--- src/rtl/demux_pkg.sv ---
// Shared types and constants for the demux8_capture serial-to-parallel block.
// Optional feature macro used by the design: DEMUX_PARITY_EN (adds a parity bit after each word).
package demux_pkg;

  // Default number of output lanes.
  localparam int unsigned DefaultWidth = 8;

  // Even parity: XOR over data bits plus parity bit must equal this value.
  localparam logic ParityEven = 1'b0;

  typedef enum logic [1:0] {
    StIdle,
    StCollect,
    StParity
  } state_e;

endpackage

--- src/rtl/demux8_capture_if.sv ---
// Bundle of the serial-capture data/control signals and the captured outputs.
// master: the serial source (drives din/din_valid/addr_mode/s/clr, observes outputs).
// slave : the demux8_capture block.
// par_err exists only when DEMUX_PARITY_EN is defined.
interface demux8_capture_if
  import demux_pkg::*;
#(
  parameter int unsigned WIDTH = DefaultWidth,
  parameter int unsigned SEL_W = $clog2(WIDTH)
);
  logic             din;
  logic             din_valid;
  logic             addr_mode;
  logic [SEL_W-1:0] s;
  logic             clr;
  logic [WIDTH-1:0] y;
  logic [SEL_W-1:0] slot;
  logic             done;
  logic             busy;
`ifdef DEMUX_PARITY_EN
  logic             par_err;
`endif

  modport master (
    output din, din_valid, addr_mode, s, clr,
    input  y, slot, done, busy
`ifdef DEMUX_PARITY_EN
    , input par_err
`endif
  );

  modport slave (
    input  din, din_valid, addr_mode, s, clr,
    output y, slot, done, busy
`ifdef DEMUX_PARITY_EN
    , output par_err
`endif
  );
endinterface

--- src/rtl/demux8_capture_slot_counter.sv ---
// slot_counter: Width-bit wrap-around counter with synchronous clear and enable.
// Ports: clk, rst (sync active-high), clr_i (sync clear), en_i (advance), cnt_o (count).
module slot_counter #(
  parameter int unsigned Width = 3
) (
  input  logic             clk,
  input  logic             rst,
  input  logic             clr_i,
  input  logic             en_i,
  output logic [Width-1:0] cnt_o
);
  logic [Width-1:0] cnt_d, cnt_q;

  // Natural binary overflow gives the wrap from WIDTH-1 back to 0.
  always_comb begin
    cnt_d = cnt_q;
    if (clr_i) begin
      cnt_d = '0;
    end else if (en_i) begin
      cnt_d = cnt_q + 1'b1;
    end
  end

  always_ff @(posedge clk) begin
    if (rst) begin
      cnt_q <= '0;
    end else begin
      cnt_q <= cnt_d;
    end
  end

  assign cnt_o = cnt_q;
endmodule

--- src/rtl/demux8_capture.sv ---
// demux8_capture: captures a serial bit stream (bit 0 first) into a WIDTH-bit parallel word.
// Ports: clk, rst (sync active-high), bus (demux8_capture_if.slave):
//   din/din_valid serial input, addr_mode/s direct lane write, clr abort,
//   y captured word, slot next lane, done word-complete pulse, busy word in progress,
//   par_err (only with DEMUX_PARITY_EN) even-parity error flag held until next done/clr/rst.
module demux8_capture
  import demux_pkg::*;
#(
  parameter int unsigned WIDTH = DefaultWidth,
  parameter int unsigned SEL_W = $clog2(WIDTH)
) (
  input logic             clk,
  input logic             rst,
  demux8_capture_if.slave bus
);
  localparam logic [SEL_W-1:0] LastSlot = SEL_W'(WIDTH - 1);

  state_e           state_d, state_q;
  logic [WIDTH-1:0] y_d, y_q;
  logic             done_d, done_q;
  logic             busy_d, busy_q;
  logic             cnt_en;
  logic [SEL_W-1:0] slot;
`ifdef DEMUX_PARITY_EN
  logic             par_err_d, par_err_q;
`endif

  slot_counter #(
    .Width (SEL_W)
  ) u_slot_counter (
    .clk   (clk),
    .rst   (rst),
    .clr_i (bus.clr),
    .en_i  (cnt_en),
    .cnt_o (slot)
  );

  always_comb begin
    state_d   = state_q;
    y_d       = y_q;
    done_d    = 1'b0;
    cnt_en    = 1'b0;
`ifdef DEMUX_PARITY_EN
    par_err_d = par_err_q;
`endif
    if (bus.clr) begin
      // Abort: lanes are retained, any pending done is dropped.
      state_d = StIdle;
`ifdef DEMUX_PARITY_EN
      par_err_d = 1'b0;
`endif
    end else if (bus.din_valid && bus.addr_mode) begin
      // Direct lane write; counter and state pause for this cycle.
      y_d[bus.s] = bus.din;
    end else if (bus.din_valid) begin
      case (state_q)
        StIdle, StCollect: begin
          // slot is 0 whenever the FSM is idle, so both states share this path.
          y_d[slot] = bus.din;
          cnt_en    = 1'b1;
          if (slot == LastSlot) begin
`ifdef DEMUX_PARITY_EN
            state_d = StParity;
`else
            state_d = StIdle;
            done_d  = 1'b1;
`endif
          end else begin
            state_d = StCollect;
          end
        end
        StParity: begin
          state_d = StIdle;
          done_d  = 1'b1;
`ifdef DEMUX_PARITY_EN
          par_err_d = ((^y_q) ^ bus.din) != ParityEven;
`endif
        end
        default: state_d = StIdle;
      endcase
    end
    busy_d = (state_d != StIdle);
  end

  always_ff @(posedge clk) begin
    if (rst) begin
      state_q   <= StIdle;
      y_q       <= '0;
      done_q    <= 1'b0;
      busy_q    <= 1'b0;
`ifdef DEMUX_PARITY_EN
      par_err_q <= 1'b0;
`endif
    end else begin
      state_q   <= state_d;
      y_q       <= y_d;
      done_q    <= done_d;
      busy_q    <= busy_d;
`ifdef DEMUX_PARITY_EN
      par_err_q <= par_err_d;
`endif
    end
  end

  assign bus.y    = y_q;
  assign bus.slot = slot;
  assign bus.done = done_q;
  assign bus.busy = busy_q;
`ifdef DEMUX_PARITY_EN
  assign bus.par_err = par_err_q;
`endif
endmodule

--- src/flat_wrapper.sv ---
// flat-port wrapper written by rule: the top's interface ports become plain ports
module demux8_capture_flat import demux_pkg::*;
#(
  parameter int unsigned WIDTH = DefaultWidth,
  parameter int unsigned SEL_W = $clog2(WIDTH)
)
  (clk, rst, bus_din, bus_din_valid, bus_addr_mode, bus_s, bus_clr, bus_y, bus_slot, bus_done, bus_busy);
  demux8_capture_if #(.WIDTH(WIDTH), .SEL_W(SEL_W)) bus_i ();
  input logic clk;
  input logic rst;
  input wire logic [$bits(bus_i.din)-1:0] bus_din;
  input wire logic [$bits(bus_i.din_valid)-1:0] bus_din_valid;
  input wire logic [$bits(bus_i.addr_mode)-1:0] bus_addr_mode;
  input wire logic [$bits(bus_i.s)-1:0] bus_s;
  input wire logic [$bits(bus_i.clr)-1:0] bus_clr;
  output wire logic [$bits(bus_i.y)-1:0] bus_y;
  output wire logic [$bits(bus_i.slot)-1:0] bus_slot;
  output wire logic [$bits(bus_i.done)-1:0] bus_done;
  output wire logic [$bits(bus_i.busy)-1:0] bus_busy;
  assign bus_i.din = bus_din;
  assign bus_i.din_valid = bus_din_valid;
  assign bus_i.addr_mode = bus_addr_mode;
  assign bus_i.s = bus_s;
  assign bus_i.clr = bus_clr;
  assign bus_y = bus_i.y;
  assign bus_slot = bus_i.slot;
  assign bus_done = bus_i.done;
  assign bus_busy = bus_i.busy;
  demux8_capture #(.WIDTH(WIDTH), .SEL_W(SEL_W)) u_core (.clk(clk), .rst(rst), .bus(bus_i));
endmodule
--- config.mk ---
export PLATFORM = sky130hd
export DESIGN_NAME = demux8_capture_flat
export DESIGN_NICKNAME = d
export VERILOG_FILES = /design/src/rtl/demux_pkg.sv /design/src/rtl/demux8_capture_if.sv /design/src/rtl/demux8_capture_slot_counter.sv /design/src/rtl/demux8_capture.sv /design/src/flat_wrapper.sv
export SDC_FILE = /design/constraint.sdc
export NUM_CORES = 1
export LEC_CHECK = 0
export BUFFER_PORTS_ARGS = -buffer_cell sky130_fd_sc_hd__buf_2
export CAP_MARGIN = 20
export CORE_ASPECT_RATIO = 0.9
export CORE_MARGIN = 8
export CORE_UTILIZATION = 48
export DETAILED_ROUTE_END_ITERATION = 16
export PLACE_DENSITY_LB_ADDON = 0.2
export SYNTH_ARGS = -nofsm -noshare
export SYNTH_HDL_FRONTEND = slang
export SYNTH_SLANG_ARGS = --single-unit
--- constraint.sdc ---
create_clock -name clk -period 1.7 [get_ports clk]
set_input_delay 0.34 -clock clk [delete_from_list [all_inputs] [get_ports clk]]
set_output_delay 0.34 -clock clk [all_outputs]
set_load 0.005 [all_outputs]
# == Word level (Yosys, flattened, before mapping) ==
# Index checks and enable logic that the tools add are counted.
# word_totals
inputBits,9
wordCells,46
out_inout_bits,13
register_bits,15
# classes
order_cmp,4
reduce_logical,11
add_sub_neg,1
bitwise,2
mux,20
n_eq_ne,3
# ops
op,n
2-to-1 mux 8 bit,3
bitwise mux 8 bit,2
2-to-1 mux 1 bit,9
< comparator 3 x 4 -> 1 bit (second input constant),2
demux 1 bit (select 3 bit),2
greater-or-equal comparator 3 x 1 -> 1 bit (second input constant),2
2-to-1 mux 2 bit,3
nonzero test 2 bit,3
OR reduction 2 bit,2
OR reduction 4 bit,1
adder 3 x 1 -> 3 bit (second input constant),1
== test 3 bit (second input constant),1
logical AND 1 bit,3
AND reduction 3 bit,1
== test 2 x 1 -> 1 bit (second input constant),1
== test 2 bit (second input constant),1
logical NOT 2 bit,1
inverter 1 bit,2
one-hot mux 1 bit (2 select lines),1

# == Depth between registers and ports, before layout ==
# logic_depth
ltp_word,8
depth_mapped,5
mapped_depth_nobuf,4

# == Modules after synthesis ==
# From an unflattened synthesis, not the netlist that was laid out.
# unflattened
hier_cells,88
area_unflattened_um2,817.0
# modules_own_cells
module,cells_each,n_inst,seq_area_each_um2,area_per_inst_um2
demux8_capture,76,1,240.2,689.4
slot_counter,12,1,60.1,127.6

# == Worst setup path before layout ==
# OpenSTA, ideal clock, no wires.
# synth_path
kind,reg-to-reg
from,register u_core.state_q[1]
to,"register u_core.y_q[0], in the netlist u_core.bus.y[0]"
n_path_buf,1
slack_ns,0.443
t_required_ns,1.571
arrival_ns,1.128
synth_period_minus_slack_ns,1.257
setup_ns,0.129
path_stages_with_launch,6
path_cell_list,dfxtp_1 -> clkbuf_1 -> nor2b_1 -> nor3b_2 -> nand2_1 -> mux2i_1
# synth_via
elab_chain_cells,4
elab_cells_between_ends,5
cone_classes,eq/ne (1); reduce/logical (4)
# synth_lines
element,line_no,rtl
from (decl),demux8_capture.sv:18,"state_e state_d, state_q;"
from (signal assigned),demux8_capture.sv:87,state_q <= StIdle;
from (signal assigned),demux8_capture.sv:95,state_q <= state_d;
== test 2 x 1 -> 1 bit or logical NOT 2 bit (tied branches),demux8_capture.sv:56,case (state_q)
OR reduction 2 bit (*),demux8_capture.sv:56,
nonzero test 2 bit (no line) (*),-,
AND reduction 3 bit (no line) (*),-,
to (signal assigned),demux8_capture.sv:96,y_q <= y_d;
to (decl),demux8_capture.sv:19,"logic [WIDTH-1:0] y_d, y_q;"
# Every way passes the cells marked *; elsewhere a longest branch is shown, timed or not.
# A chain may end at the register's enable or synchronous reset.

# == Worst setup path in the final report ==
# layout_path
from,register u_core.state_q[1]
to,"register u_core.y_q[6], in the netlist u_core.bus.y[6]"
# The elaborated chain is that of the path after synthesis.

==> flow_summary.json <==
{
  "grt_pass1_wl_um": 2830,
  "drt_iter0_markers": 39,
  "rows": 13,
  "hold_viol": 0,
  "drtAntennaViolNets": 0,
  "root_buffer": "clkbuf_4",
  "power_density_nw_per_um2": 705,
  "cts-buffers-inserted": 3,
  "slew_headroom_pct": 67.1,
  "setup_viol": 0,
  "place_congestion": 0.760,
  "place.port_buffers": 21,
  "startpoint_type": "register",
  "synth_seq_cells": 15,
  "drtPass1Iterations": 4,
  "max_freq_mhz": 716,
  "drt-total-wl_um": 1680,
  "die_area_um2": 3110,
  "r2r_cells": 4,
  "seqCellArea_um2": 300,
  "antenna_found_initial": 0,
  "synth_warnings": 0,
  "critPathCaptureType": "register",
  "die_height_um": 53.7,
  "slew_viol_final": 0,
  "drv_cap": 0,
  "grt_max_degree": 11,
  "drc": 0,
  "synth_top_area_share_pct": 39.7,
  "path_class": "reg2reg",
  "ys.flop_type": "dfxtp_1",
  "avgRoutedWirePerCell_um": 13.6,
  "ir_drop_uv": 339,
  "holdBufCountCts": 0,
  "clock_sinks": 15,
  "ctsResizeCount": 0,
  "ys_seq_area_share_pct": 39.7,
  "final_net_count": 121,
  "synth_cells": 87,
  "hold_path_class": "in2reg",
  "final_layout_size_suffix_gt1_share_pct": 24.8,
  "synth_nets": 98,
  "synth_area_leaders": "dfxtp_1 40%, mux2i_1 12%, nand2b_1 11%",
  "rsz0062_at_grt": "no",
  "fin_area_um2": 896,
  "hold-path-cell-count": 3,
  "clk_latency_ns": 0.29,
  "ys_top_cells_by_count": "15 x dfxtp_1, 14 x nand2_1, 13 x nand2b_1",
  "synth_area_um2": 757,
  "power_leakage_nw": 0.419,
  "status": "finished clean",
  "setup_tns_ns": 0,
  "cts_buffer_depth": 2,
  "cts_tree": "built",
  "utilization_pct": 61.2,
  "synth-async-reset-ratio_pct": 0,
  "synth.most_common_cell": "dfxtp_1",
  "cp_max_fo": 8,
  "post-cts-setup-buffer-count": 0,
  "area_growth_pct": 18.3,
  "fin_worst_skew_ns": 0.00256,
  "fin_crit_ns": 1.40,
  "cp_data_arrival_time_ns": 1.56,
  "multi_input_area_um2": 442,
  "dieWidth_um": 57.9,
  "synth_edf_count": 0,
  "start_util_pct": 51.7,
  "clkSlewWorstSetupHoldPaths_ns": 0.09,
  "vias_per_cell": 5.63,
  "hpwl_um": 1300,
  "yosys.area.top_type": "dfxtp_1",
  "worst_slew_pin_slew_ns": 0.491,
  "vias": 698,
  "fillerInstances": 140,
  "ios": 22,
  "critPathRequiredTime_ns": 1.86,
  "core_area_um2": 1460,
  "grt_pass1_vias": 649,
  "synth_area_per_cell_um2": 8.70,
  "antennaDiodeCount": 0,
  "placed_area_um2": 870,
  "grt.overflow.total": 0,
  "htreeDepth": 1,
  "min_period_over_period_pct": 82.2,
  "synth_cell_types": 24,
  "grtUsageTotal_pct": 11.5
}
==> sequential cells by signal, summed over array words and instances (netlist names) <==
signal and count:
u_core.bus.y 8, u_core.state_q 2, u_core.bus.done 1, u_core.u_slot_counter.cnt_o 3, u_core.bus.busy 1
==> layout make-up <==
cell class / instances / share of cell area [%]
inverter: 1 / 0.419
sequential: 15 / 33.5
multi-input combinational: 68 / 49.3
tap: 15 / 2.09
clock buffer: 4 / 2.93
timing repair buffer: 21 / 11.7
==> placed cells by master (no fill, tap or decap) <==
cell	instances
dfxtp_1	15
buf_2	21
mux2i_1	9
nor3_1	1
nand2_1	14
xnor2_1	1
inv_1	1
clkbuf_4	3
a21oi_1	4
a21bo_2	1
or3b_1	1
nand3b_1	2
ha_1	2
or3_1	1
o32ai_1	2
o21ai_0	3
clkbuf_1	1
a21o_1	1
nor3b_2	1
or2_2	1
o22ai_1	6
nand2b_1	13
nor2b_1	1
nand3_1	1
nor2_1	3
==> per-layer routing <==
metal,vias to the layer above,GRT usage (%),wire (µm)
met2,28,19.6,756
met5,-,0,0
met4,0,4.88,23
met1,319,13.1,775
li1,349,-,-
met3,2,3.80,127
==> cells by family after synthesis <==
family | count (synthesis) | share of synthesized area [%]
xor+xnor | 1 | 1.16
mux | 9 | 11.9
compound gates | 17 | 14.2
flops | 15 | 39.7
fa+ha+maj | 2 | 3.31
simple gates | 39 | 27.8
buf+inv | 4 | 1.98
==> worst max-delay path, stage by stage, from the launching register on <==
cell and delay (ns):
dfxtp_1 0.39, nor2b_1 0.17, nor3b_2 0.43, nand2_1 0.13, mux2i_1 0.15
==> report_power, final <==
| group | internal, mW | switching (mW) | total, mW |
|---|---|---|---|
| Combinational | 0.0295 | 0.0379 | 0.0674 |
| Clock | 0.0913 | 0.114 | 0.206 |
| Sequential | 0.356 | 0.00316 | 0.359 |
| Total | 0.477 | 0.155 | 0.632 |
==> worst paths after layout <==
path / startpoint / slack, ns / to
setup / recovery: u_core.state_q[1] / 0.30 / u_core.bus.y[6]
hold / removal: rst / 0.42 / u_core.bus.y[1]
setup reg to reg: u_core.state_q[1] / 0.30 / u_core.bus.y[6]
hold reg to reg: u_core.bus.y[5] / 0.48 / u_core.bus.y[5]
==> per-stage QoR <==
step	setup slack, ns	hold WS, ns	total power, mW	instances
finish	0.303	0.425	0.632	124
global route	0.203	0.439	0.667	124
CTS	0.310	0.415	0.641	124
detailed placement	0.305	0.463	0.434	120
global placement	0.338	0.455	0.432	120
floorplan	0.443	0.446	0.407	87
No activity file was read; power rests on OpenSTA's default activity.
